$ cat src/rtl/seq_mul_if.sv
// Handshake bundle for seq_mul: operand request (start/in_ready) and result return (out_valid/out_ready).
// The sgn line exists only when SEQ_MUL_SIGNED_EN is defined.
interface seq_mul_if #(
  parameter int W = 6
);
  logic           start;
  logic [W-1:0]   a;
  logic [W-1:0]   b;
`ifdef SEQ_MUL_SIGNED_EN
  logic           sgn;
`endif
  logic           in_ready;
  logic           out_valid;
  logic           out_ready;
  logic [2*W-1:0] product;
  logic           ovf;
  logic           busy;

`ifdef SEQ_MUL_SIGNED_EN
  modport master (output start, a, b, sgn, out_ready,
                  input  in_ready, out_valid, product, ovf, busy);
  modport slave  (input  start, a, b, sgn, out_ready,
                  output in_ready, out_valid, product, ovf, busy);
`else
  modport master (output start, a, b, out_ready,
                  input  in_ready, out_valid, product, ovf, busy);
  modport slave  (input  start, a, b, out_ready,
                  output in_ready, out_valid, product, ovf, busy);
`endif
endinterface

$ cat src/rtl/seq_mul.sv
// seq_mul: W-bit iterative shift-add multiplier using a single 2W-bit adder, one step per cycle.
// Defining SEQ_MUL_SIGNED_EN adds the sgn input and two's-complement operation via magnitude and sign fix-up.
module seq_mul #(
  parameter int W = 6
) (
  input logic      clk,
  input logic      rst_n,
  seq_mul_if.slave bus
);

  localparam int PW = 2 * W;
  localparam int CW = $clog2(W + 1);

  typedef enum logic [1:0] {
    ST_IDLE = 2'd0,
    ST_BUSY = 2'd1,
    ST_DONE = 2'd2
  } state_e;

  state_e        state_q, state_d;
  logic [PW-1:0] mcand_q, mcand_d;
  logic [W-1:0]  mplier_q, mplier_d;
  logic [PW-1:0] acc_q, acc_d;
  logic [CW-1:0] cnt_q, cnt_d;
  logic [PW-1:0] product_q, product_d;
  logic          ovf_q, ovf_d;
  logic [PW-1:0] acc_sum;
  logic [PW-1:0] result;
  logic          result_ovf;
  logic [PW-1:0] cap_mcand;
  logic [W-1:0]  cap_mplier;

  function automatic logic ovf_unsigned(input logic [PW-1:0] p);
    return |p[PW-1:W];
  endfunction

  assign acc_sum = mplier_q[0] ? (acc_q + mcand_q) : acc_q;

`ifdef SEQ_MUL_SIGNED_EN
  logic       sgn_q, sgn_d;
  logic       neg_q, neg_d;
  logic [W:0] a_ext, b_ext, a_mag, b_mag;

  function automatic logic ovf_signed(input logic [PW-1:0] p);
    return !((&p[PW-1:W-1]) || !(|p[PW-1:W-1]));
  endfunction

  // Operand magnitudes use one extra bit so -2^(W-1) negates without wrapping.
  always_comb begin
    a_ext = {bus.sgn & bus.a[W-1], bus.a};
    b_ext = {bus.sgn & bus.b[W-1], bus.b};
    if (a_ext[W]) begin
      a_mag = {(W+1){1'b0}} - a_ext;
    end else begin
      a_mag = a_ext;
    end
    if (b_ext[W]) begin
      b_mag = {(W+1){1'b0}} - b_ext;
    end else begin
      b_mag = b_ext;
    end
    cap_mcand  = PW'(a_mag);
    cap_mplier = W'(b_mag);
    if (neg_q) begin
      result = {PW{1'b0}} - acc_sum;
    end else begin
      result = acc_sum;
    end
    if (sgn_q) begin
      result_ovf = ovf_signed(result);
    end else begin
      result_ovf = ovf_unsigned(result);
    end
    if ((state_q == ST_IDLE) && bus.start) begin
      sgn_d = bus.sgn;
      neg_d = a_ext[W] ^ b_ext[W];
    end else begin
      sgn_d = sgn_q;
      neg_d = neg_q;
    end
  end

  // Sign mode and result sign captured with the operands.
  always_ff @(posedge clk or negedge rst_n) begin
    if (!rst_n) begin
      sgn_q <= 1'b0;
      neg_q <= 1'b0;
    end else begin
      sgn_q <= sgn_d;
      neg_q <= neg_d;
    end
  end
`else
  always_comb begin
    cap_mcand  = PW'(bus.a);
    cap_mplier = bus.b;
    result     = acc_sum;
    result_ovf = ovf_unsigned(result);
  end
`endif

  // Next-state and datapath update; product/ovf only move on the final step.
  always_comb begin
    state_d   = state_q;
    mcand_d   = mcand_q;
    mplier_d  = mplier_q;
    acc_d     = acc_q;
    cnt_d     = cnt_q;
    product_d = product_q;
    ovf_d     = ovf_q;
    case (state_q)
      ST_IDLE: begin
        if (bus.start) begin
          mcand_d  = cap_mcand;
          mplier_d = cap_mplier;
          acc_d    = {PW{1'b0}};
          cnt_d    = {CW{1'b0}};
          state_d  = ST_BUSY;
        end else begin
          state_d = ST_IDLE;
        end
      end
      ST_BUSY: begin
        acc_d    = acc_sum;
        mcand_d  = mcand_q << 1'b1;
        mplier_d = mplier_q >> 1'b1;
        cnt_d    = cnt_q + {{(CW-1){1'b0}}, 1'b1};
        if (cnt_q == CW'(W - 1)) begin
          product_d = result;
          ovf_d     = result_ovf;
          state_d   = ST_DONE;
        end else begin
          state_d = ST_BUSY;
        end
      end
      ST_DONE: begin
        if (bus.out_ready) begin
          state_d = ST_IDLE;
        end else begin
          state_d = ST_DONE;
        end
      end
      default: begin
        state_d = ST_IDLE;
      end
    endcase
  end

  // State and datapath registers.
  always_ff @(posedge clk or negedge rst_n) begin
    if (!rst_n) begin
      state_q   <= ST_IDLE;
      mcand_q   <= {PW{1'b0}};
      mplier_q  <= {W{1'b0}};
      acc_q     <= {PW{1'b0}};
      cnt_q     <= {CW{1'b0}};
      product_q <= {PW{1'b0}};
      ovf_q     <= 1'b0;
    end else begin
      state_q   <= state_d;
      mcand_q   <= mcand_d;
      mplier_q  <= mplier_d;
      acc_q     <= acc_d;
      cnt_q     <= cnt_d;
      product_q <= product_d;
      ovf_q     <= ovf_d;
    end
  end

  assign bus.in_ready  = (state_q == ST_IDLE);
  assign bus.busy      = (state_q == ST_BUSY);
  assign bus.out_valid = (state_q == ST_DONE);
  assign bus.product   = product_q;
  assign bus.ovf       = ovf_q;

endmodule

$ cat src/flat_wrapper.sv
// flat-port wrapper written by rule: the top's interface ports become plain ports
module seq_mul_flat 
#(
  parameter int W = 6
)
  (clk, rst_n, bus_start, bus_a, bus_b, bus_out_ready, bus_in_ready, bus_out_valid, bus_product, bus_ovf, bus_busy);
  seq_mul_if #(.W(W)) bus_i ();
  input logic clk;
  input logic rst_n;
  input wire logic [$bits(bus_i.start)-1:0] bus_start;
  input wire logic [$bits(bus_i.a)-1:0] bus_a;
  input wire logic [$bits(bus_i.b)-1:0] bus_b;
  input wire logic [$bits(bus_i.out_ready)-1:0] bus_out_ready;
  output wire logic [$bits(bus_i.in_ready)-1:0] bus_in_ready;
  output wire logic [$bits(bus_i.out_valid)-1:0] bus_out_valid;
  output wire logic [$bits(bus_i.product)-1:0] bus_product;
  output wire logic [$bits(bus_i.ovf)-1:0] bus_ovf;
  output wire logic [$bits(bus_i.busy)-1:0] bus_busy;
  assign bus_i.start = bus_start;
  assign bus_i.a = bus_a;
  assign bus_i.b = bus_b;
  assign bus_i.out_ready = bus_out_ready;
  assign bus_in_ready = bus_i.in_ready;
  assign bus_out_valid = bus_i.out_valid;
  assign bus_product = bus_i.product;
  assign bus_ovf = bus_i.ovf;
  assign bus_busy = bus_i.busy;
  seq_mul #(.W(W)) u_core (.clk(clk), .rst_n(rst_n), .bus(bus_i));
endmodule
$ cat config.mk
export PLATFORM = sky130hd
export DESIGN_NAME = seq_mul_flat
export DESIGN_NICKNAME = d
export VERILOG_FILES = /design/src/rtl/seq_mul_if.sv /design/src/rtl/seq_mul.sv /design/src/flat_wrapper.sv
export SDC_FILE = /design/constraint.sdc
export NUM_CORES = 1
export LEC_CHECK = 0
export ABC_AREA = 1
export CORE_ASPECT_RATIO = 1.25
export CORE_MARGIN = 2
export CORE_UTILIZATION = 45
export CTS_CLUSTER_SIZE = 8
export DETAILED_ROUTE_END_ITERATION = 8
export GPL_TIMING_DRIVEN = 0
export PLACE_DENSITY = 0.66
export SYNTH_ARGS = -nofsm -noshare
export SYNTH_HDL_FRONTEND = slang
export SYNTH_SLANG_ARGS = --single-unit
export TNS_END_PERCENT = 100
$ cat constraint.sdc
create_clock -name clk -period 2.4 [get_ports clk]
set_input_delay 0.48 -clock clk [delete_from_list [all_inputs] [get_ports clk]]
set_output_delay 0.48 -clock clk [all_outputs]
set_load 0.05 [all_outputs]
==> results of run 1 <==
[per-stage QoR]
stage | hold WS (ns) | TNS [ns] | setup WS, ns
after floorplan | 0.184 | 0 | 0.504
after global placement | 0.466 | -26.28 | -0.551
after detailed placement | 0.445 | 0 | 0.145
after CTS | 0.105 | 0 | 0.0462
after global routing | 0.119 | 0 | 0.0224
final | 0.0997 | 0 | 0.135
[what timing repair did]
item | CTS | global route
setup endpoints to repair | 1 | 3
pin swaps | 0 | 0
resized for setup | 1 | 4
[cell usage after synthesis]
cell | number | area, um2
o22ai_1 | 13 | 81.3
nand3b_1 | 1 | 7.51
nor2_1 | 18 | 67.6
buf_2 | 7 | 35.0
a21boi_0 | 1 | 7.51
clkinv_1 | 1 | 3.75
a22o_1 | 3 | 26.3
a221oi_2 | 5 | 75.1
nand2_1 | 95 | 357
inv_4 | 1 | 6.26
or2_1 | 2 | 12.5
o21ai_0 | 12 | 60.1
a21oi_2 | 2 | 17.5
a21oi_1 | 8 | 40.0
nor3_1 | 10 | 50.1
nor2_4 | 1 | 11.3
inv_2 | 4 | 15.0
nand4_1 | 3 | 18.8
nor2_2 | 2 | 12.5
ha_1 | 13 | 163
nor2_8 | 1 | 20.0
fa_1 | 1 | 20.0
buf_1 | 1 | 3.75
dfrtp_1 | 48 | 1200
nand3_1 | 16 | 80.1
a31oi_1 | 1 | 6.26
o21ai_1 | 8 | 40.0
nand3_2 | 3 | 30.0
o21bai_1 | 1 | 7.51
clkbuf_1 | 1 | 3.75
xor2_1 | 2 | 17.5
o31ai_1 | 1 | 7.51
buf_6 | 1 | 11.3
nand2_4 | 1 | 11.3
a221oi_1 | 5 | 43.8
nand2_2 | 4 | 25.0
inv_1 | 45 | 169
[flip-flops by register name, indices dropped and copies added, names as in the netlist]
register / count
u_core.acc_q: 12
u_core.bus.product: 12
u_core.mcand_q: 12
u_core.mplier_q: 6
u_core.cnt_q: 3
u_core.state_q: 2
u_core.bus.ovf: 1
[layout make-up]
cell class	instances	area share
inverters	51	0.0584
clock inverters	2	0.0117
repair buffers	32	0.0987
flip-flops and latches	48	0.362
plain buffers	10	0.0162
clock buffers	6	0.0249
well taps	82	0.0309
multi-input cells	233	0.398
[cells by family (layout without fill, tap and decap cells)]
| kind of cell | Yosys count | after routing | synth area share |
|---|---|---|---|
| DFF | 48 | 48 | 0.434 |
| buffers and inverters | 61 | 101 | 0.0896 |
| xor gates and xnor gates | 2 | 2 | 0.00634 |
| AOI/OAI and AO/OA | 60 | 60 | 0.149 |
| and+or+nand+nor | 157 | 157 | 0.254 |
| adders and majority gates | 14 | 14 | 0.0661 |
[layout by cell type (no fill, tap or decap), drive strengths merged]
cell,instances
a221oi,10
clkdlybuf4s50,28
dlymetal6s2s,1
xor2,2
ha,13
a21oi,10
nand4,3
bufinv,1
clkbuf,7
clkdlybuf4s15,1
o31ai,1
a22o,3
nand2,100
dfrtp,48
clkinv,2
o22ai,13
a21boi,1
nor3,10
o21ai,20
nand3b,1
nand3,19
or2,2
a31oi,1
buf,11
o21bai,1
inv,50
nor2,22
fa,1
[worst max-delay path, delay by kind of cell, from the launching register on]
family | cells | cell delay (ns)
buffers and inverters | 2 | 0.82
DFF | 1 | 0.46
and+or+nand+nor | 1 | 0.20
[how the worst max path moves through the flow]
stage	endpoint	startpoint	slack (ns)	cells after the start
floorplan	u_core.bus.ovf$_DFFE_PN0P_	u_core.acc_q[0]$_DFFE_PN0P_	0.50	14
global placement	u_core.acc_q[6]$_DFFE_PN0P_	rst_n	-0.55	1
detailed placement	bus_busy	u_core.state_q[1]$_DFF_PN0_	0.14	3
CTS	bus_in_ready	u_core.state_q[1]$_DFF_PN0_	0.05	2
global route	bus_busy	u_core.state_q[0]$_DFF_PN0_	0.02	4
finish	bus_busy	u_core.state_q[1]$_DFF_PN0_	0.13	3
[layer usage]
metal,part of all wire,global-route usage
met1,0.46,0.301
met2,0.48,0.342
met3,0.047,0.0308
met4,0.013,0.0727
met5,0,0
==> impl_metrics.toml, run 1 <==
[grt]
grt_max_degree = 32
antenna_found_initial = 0
grt_usage = 0.216
grt_overflow = 0
first_global_vias = 2394
grt_pass1_wl_um = 11300

[critical_path]
r2r_setup_slack_ns = 0.30
arrival_ns = 1.79
critPathMaxFanout = 10
end_kind = "output port"
r2r_end = "u_core.bus.ovf$_DFFE_PN0P_"
path_class = "reg -> out"
worst_path_largest_cell_delay_ns = 0.54
worstReg2RegStart = "u_core.mcand_q[0]$_DFFE_PN0P_"
ff2ff_path_depth = 14
path_cells = "nor2_8 > buf_2 > clkdlybuf4s15_1"
crit_required_ns = 1.92
cp_slowest_cell = "clkdlybuf4s15_1"
start_kind = "register"

[drt]
avgRoutedWirePerCell_um = 14.0
drc_errors = 0
routed_wirelength_um = 6490
via_per_inst = 5.09
dr.pass1.iters = 5
drt_iter0_drc = 157
ant_nets = 0
routed-via-count = 2361

[floorplan]
std_cell_rows = 31
core_um2 = 5860
ios = 32
die_w_um = 74.1
die_h_um = 91.6
die_area_um2 = 6790
start_util = 0.472

[logic_synthesis]
synth_cells = 342
syn-num-nets = 372
synth_area_per_cell_um2 = 8.09
ys_warn_count = 0
seq_area_frac_synth = 0.434
synth_cell_type_count = 37
synth_area_um2 = 2770
yosys_register_bits = 48

[outcome]
status = "complete, no violations"

[placement]
dp.cells = 456
io_buffers = 31
gp_congestion = 0.889
dp_hpwl_um = 4980
place_area_um2 = 3190

[cts]
postCtsSetupBuffers = 0
clk_pin_slew_ns = 0.09
clock-sinks = 48
htree_levels = 2
numCtsBuffers = 5
cts_tree = "built"
root_buffer = "clkbuf_8"
cts_hold_buf = 0
clockBufferDepth = 2
clk-insertion-delay-late_ns = 0.30

[layout]
final_util = 0.567
fillerInstances = 534
design_area_um2 = 3320
nNetsFinal = 411
regArea_um2 = 1200
multi_input_area_um2 = 1320
syn_to_final_growth_pct = 20.1
layout-drive-gt1-share = 0.115
final_cells = 464
antenna_cells = 0

[sta]
max_freq_mhz = 441
worst_pin_slew_ns = 0.613
hold_viol_final = 0
setup-violations-final = 0
fin_crit_ns = 2.27
fin_skew_ns = 0.00734
rsz0062_at_grt = "false"
slew_headroom = 0.592
finalMaxSlewViolations = 0
fin_crit_sh = 0.944

[worst_hold_path]
hp-class = "in -> async"

[flow_run]
cap_violations = 0
Power of run 1 is left out: the tool's default activity adds up to more than one toggle a clock period on the data nets, which glitch-free logic cannot reach.
==> run 2, diff against run 1 <==
Settings changed: SKIP_CTS_REPAIR_TIMING set to 1.
==> impl_metrics.toml, run 2 (synthesized netlist as in run 1, its figures left out) <==
[placement]
dp_hpwl_um = 4980
io_buffers = 31
gp_congestion = 0.889
dp.cells = 456

[grt]
grt_max_degree = 32
antenna_found_initial = 0
grt_pass1_wl_um = 11300
first_global_vias = 2394
grt_overflow = 0
grt_usage = 0.216

[critical_path]
arrival_ns = 1.77
end_kind = "output port"
path_class = "reg -> out"
start_kind = "register"
critPathMaxFanout = 3
crit_required_ns = 1.92
r2r_setup_slack_ns = 0.30

[sta]
slew_headroom = 0.592
setup-violations-final = 0
rsz0062_at_grt = "false"
max_freq_mhz = 444
fin_skew_ns = 0.00734
hold_viol_final = 0
finalMaxSlewViolations = 0
fin_crit_ns = 2.25
worst_pin_slew_ns = 0.613
fin_crit_sh = 0.938

[drt]
routed-via-count = 2361
via_per_inst = 5.09
ant_nets = 0
drt_iter0_drc = 163
dr.pass1.iters = 5
routed_wirelength_um = 6490
drc_errors = 0
avgRoutedWirePerCell_um = 14.0

[cts]
clock-sinks = 48
root_buffer = "clkbuf_8"
clk_pin_slew_ns = 0.09
numCtsBuffers = 5
clockBufferDepth = 2
clk-insertion-delay-late_ns = 0.30
htree_levels = 2
cts_tree = "built"

[worst_hold_path]
hp-class = "in -> async"

[floorplan]
start_util = 0.472
die_w_um = 74.1
std_cell_rows = 31
die_area_um2 = 6790
die_h_um = 91.6
ios = 32
core_um2 = 5860

[layout]
final_cells = 464
antenna_cells = 0
regArea_um2 = 1200
multi_input_area_um2 = 1320
final_common_cell = "nand2_1"
layout-drive-gt1-share = 0.115
final_cell_mix = "95 x nand2_1, 48 x dfrtp_1, 45 x inv_1"
fillerInstances = 533
syn_to_final_growth_pct = 20.2
nNetsFinal = 411

[outcome]
status = "complete, no violations"

[flow_run]
cap_violations = 0
[run 2: cell count changes in the layout (fill, tap and decap cells not counted)]
cell,delta
clkdlybuf4s15_1,-1
dlymetal6s2s_1,+1
[run 2: worst max-delay path: stages, from the launching register on]
cell,delay (ns)
dfrtp_1,0.47
inv_1,0.09
nor2_1,0.10
clkdlybuf4s50_1,0.81
[run 2: through the flow]
| step | setup WS, ns | utilization | TNS, ns | hold slack, ns | cell area [um2] |
|---|---|---|---|---|---|
| 3_3_place_gp | -0.551 | 0.543 | -26.28 | 0.466 | 3180 |
| 5_1_grt | 0.0541 | 0.568 | 0 | 0.119 | 3320 |
| 4_1_cts | -0.198 | 0.566 | -0.198 | 0.105 | 3310 |
| 3_5_place_dp | 0.145 | 0.545 | 0 | 0.445 | 3190 |
| 2_1_floorplan | 0.504 | - | 0 | 0.184 | 2770 |
| 6_report | 0.150 | 0.568 | 0 | 0.0997 | 3320 |
[run 2: layout make-up]
class	count	area share
inverters	51	0.0583
multi-input cells	233	0.397
clock buffers	6	0.0248
flip-flops and latches	48	0.361
well taps	82	0.0309
repair buffers	32	0.0994
clock inverters	2	0.0117
plain buffers	10	0.0162
[run 2: layer usage]
| metal | track usage | up-vias | routed length, um |
|---|---|---|---|
| met1 | 0.301 | 1113 | 2950 |
| li1 | - | 1197 | - |
| met2 | 0.342 | 44 | 3140 |
| met5 | 0 | - | 0 |
| met3 | 0.0308 | 7 | 311 |
| met4 | 0.0727 | 0 | 85 |
[run 2: path summary, 6_finish.rpt]
path                                                   start                           endpoint  depth (start not counted)
hold reg to reg            u_core.bus.product[9]$_DFFE_PN0P_  u_core.bus.product[9]$_DFFE_PN0P_                          2
min in group clk           u_core.bus.product[9]$_DFFE_PN0P_  u_core.bus.product[9]$_DFFE_PN0P_                          2
setup / recovery                 u_core.state_q[1]$_DFF_PN0_                      bus_out_valid                          3
hold / removal                                         rst_n  u_core.bus.product[0]$_DFFE_PN0P_                          1
setup reg to reg               u_core.mcand_q[0]$_DFFE_PN0P_         u_core.bus.ovf$_DFFE_PN0P_                         14
max in group asynchronous                              rst_n  u_core.bus.product[2]$_DFFE_PN0P_                          2
Power of run 2 is left out for the same reason.
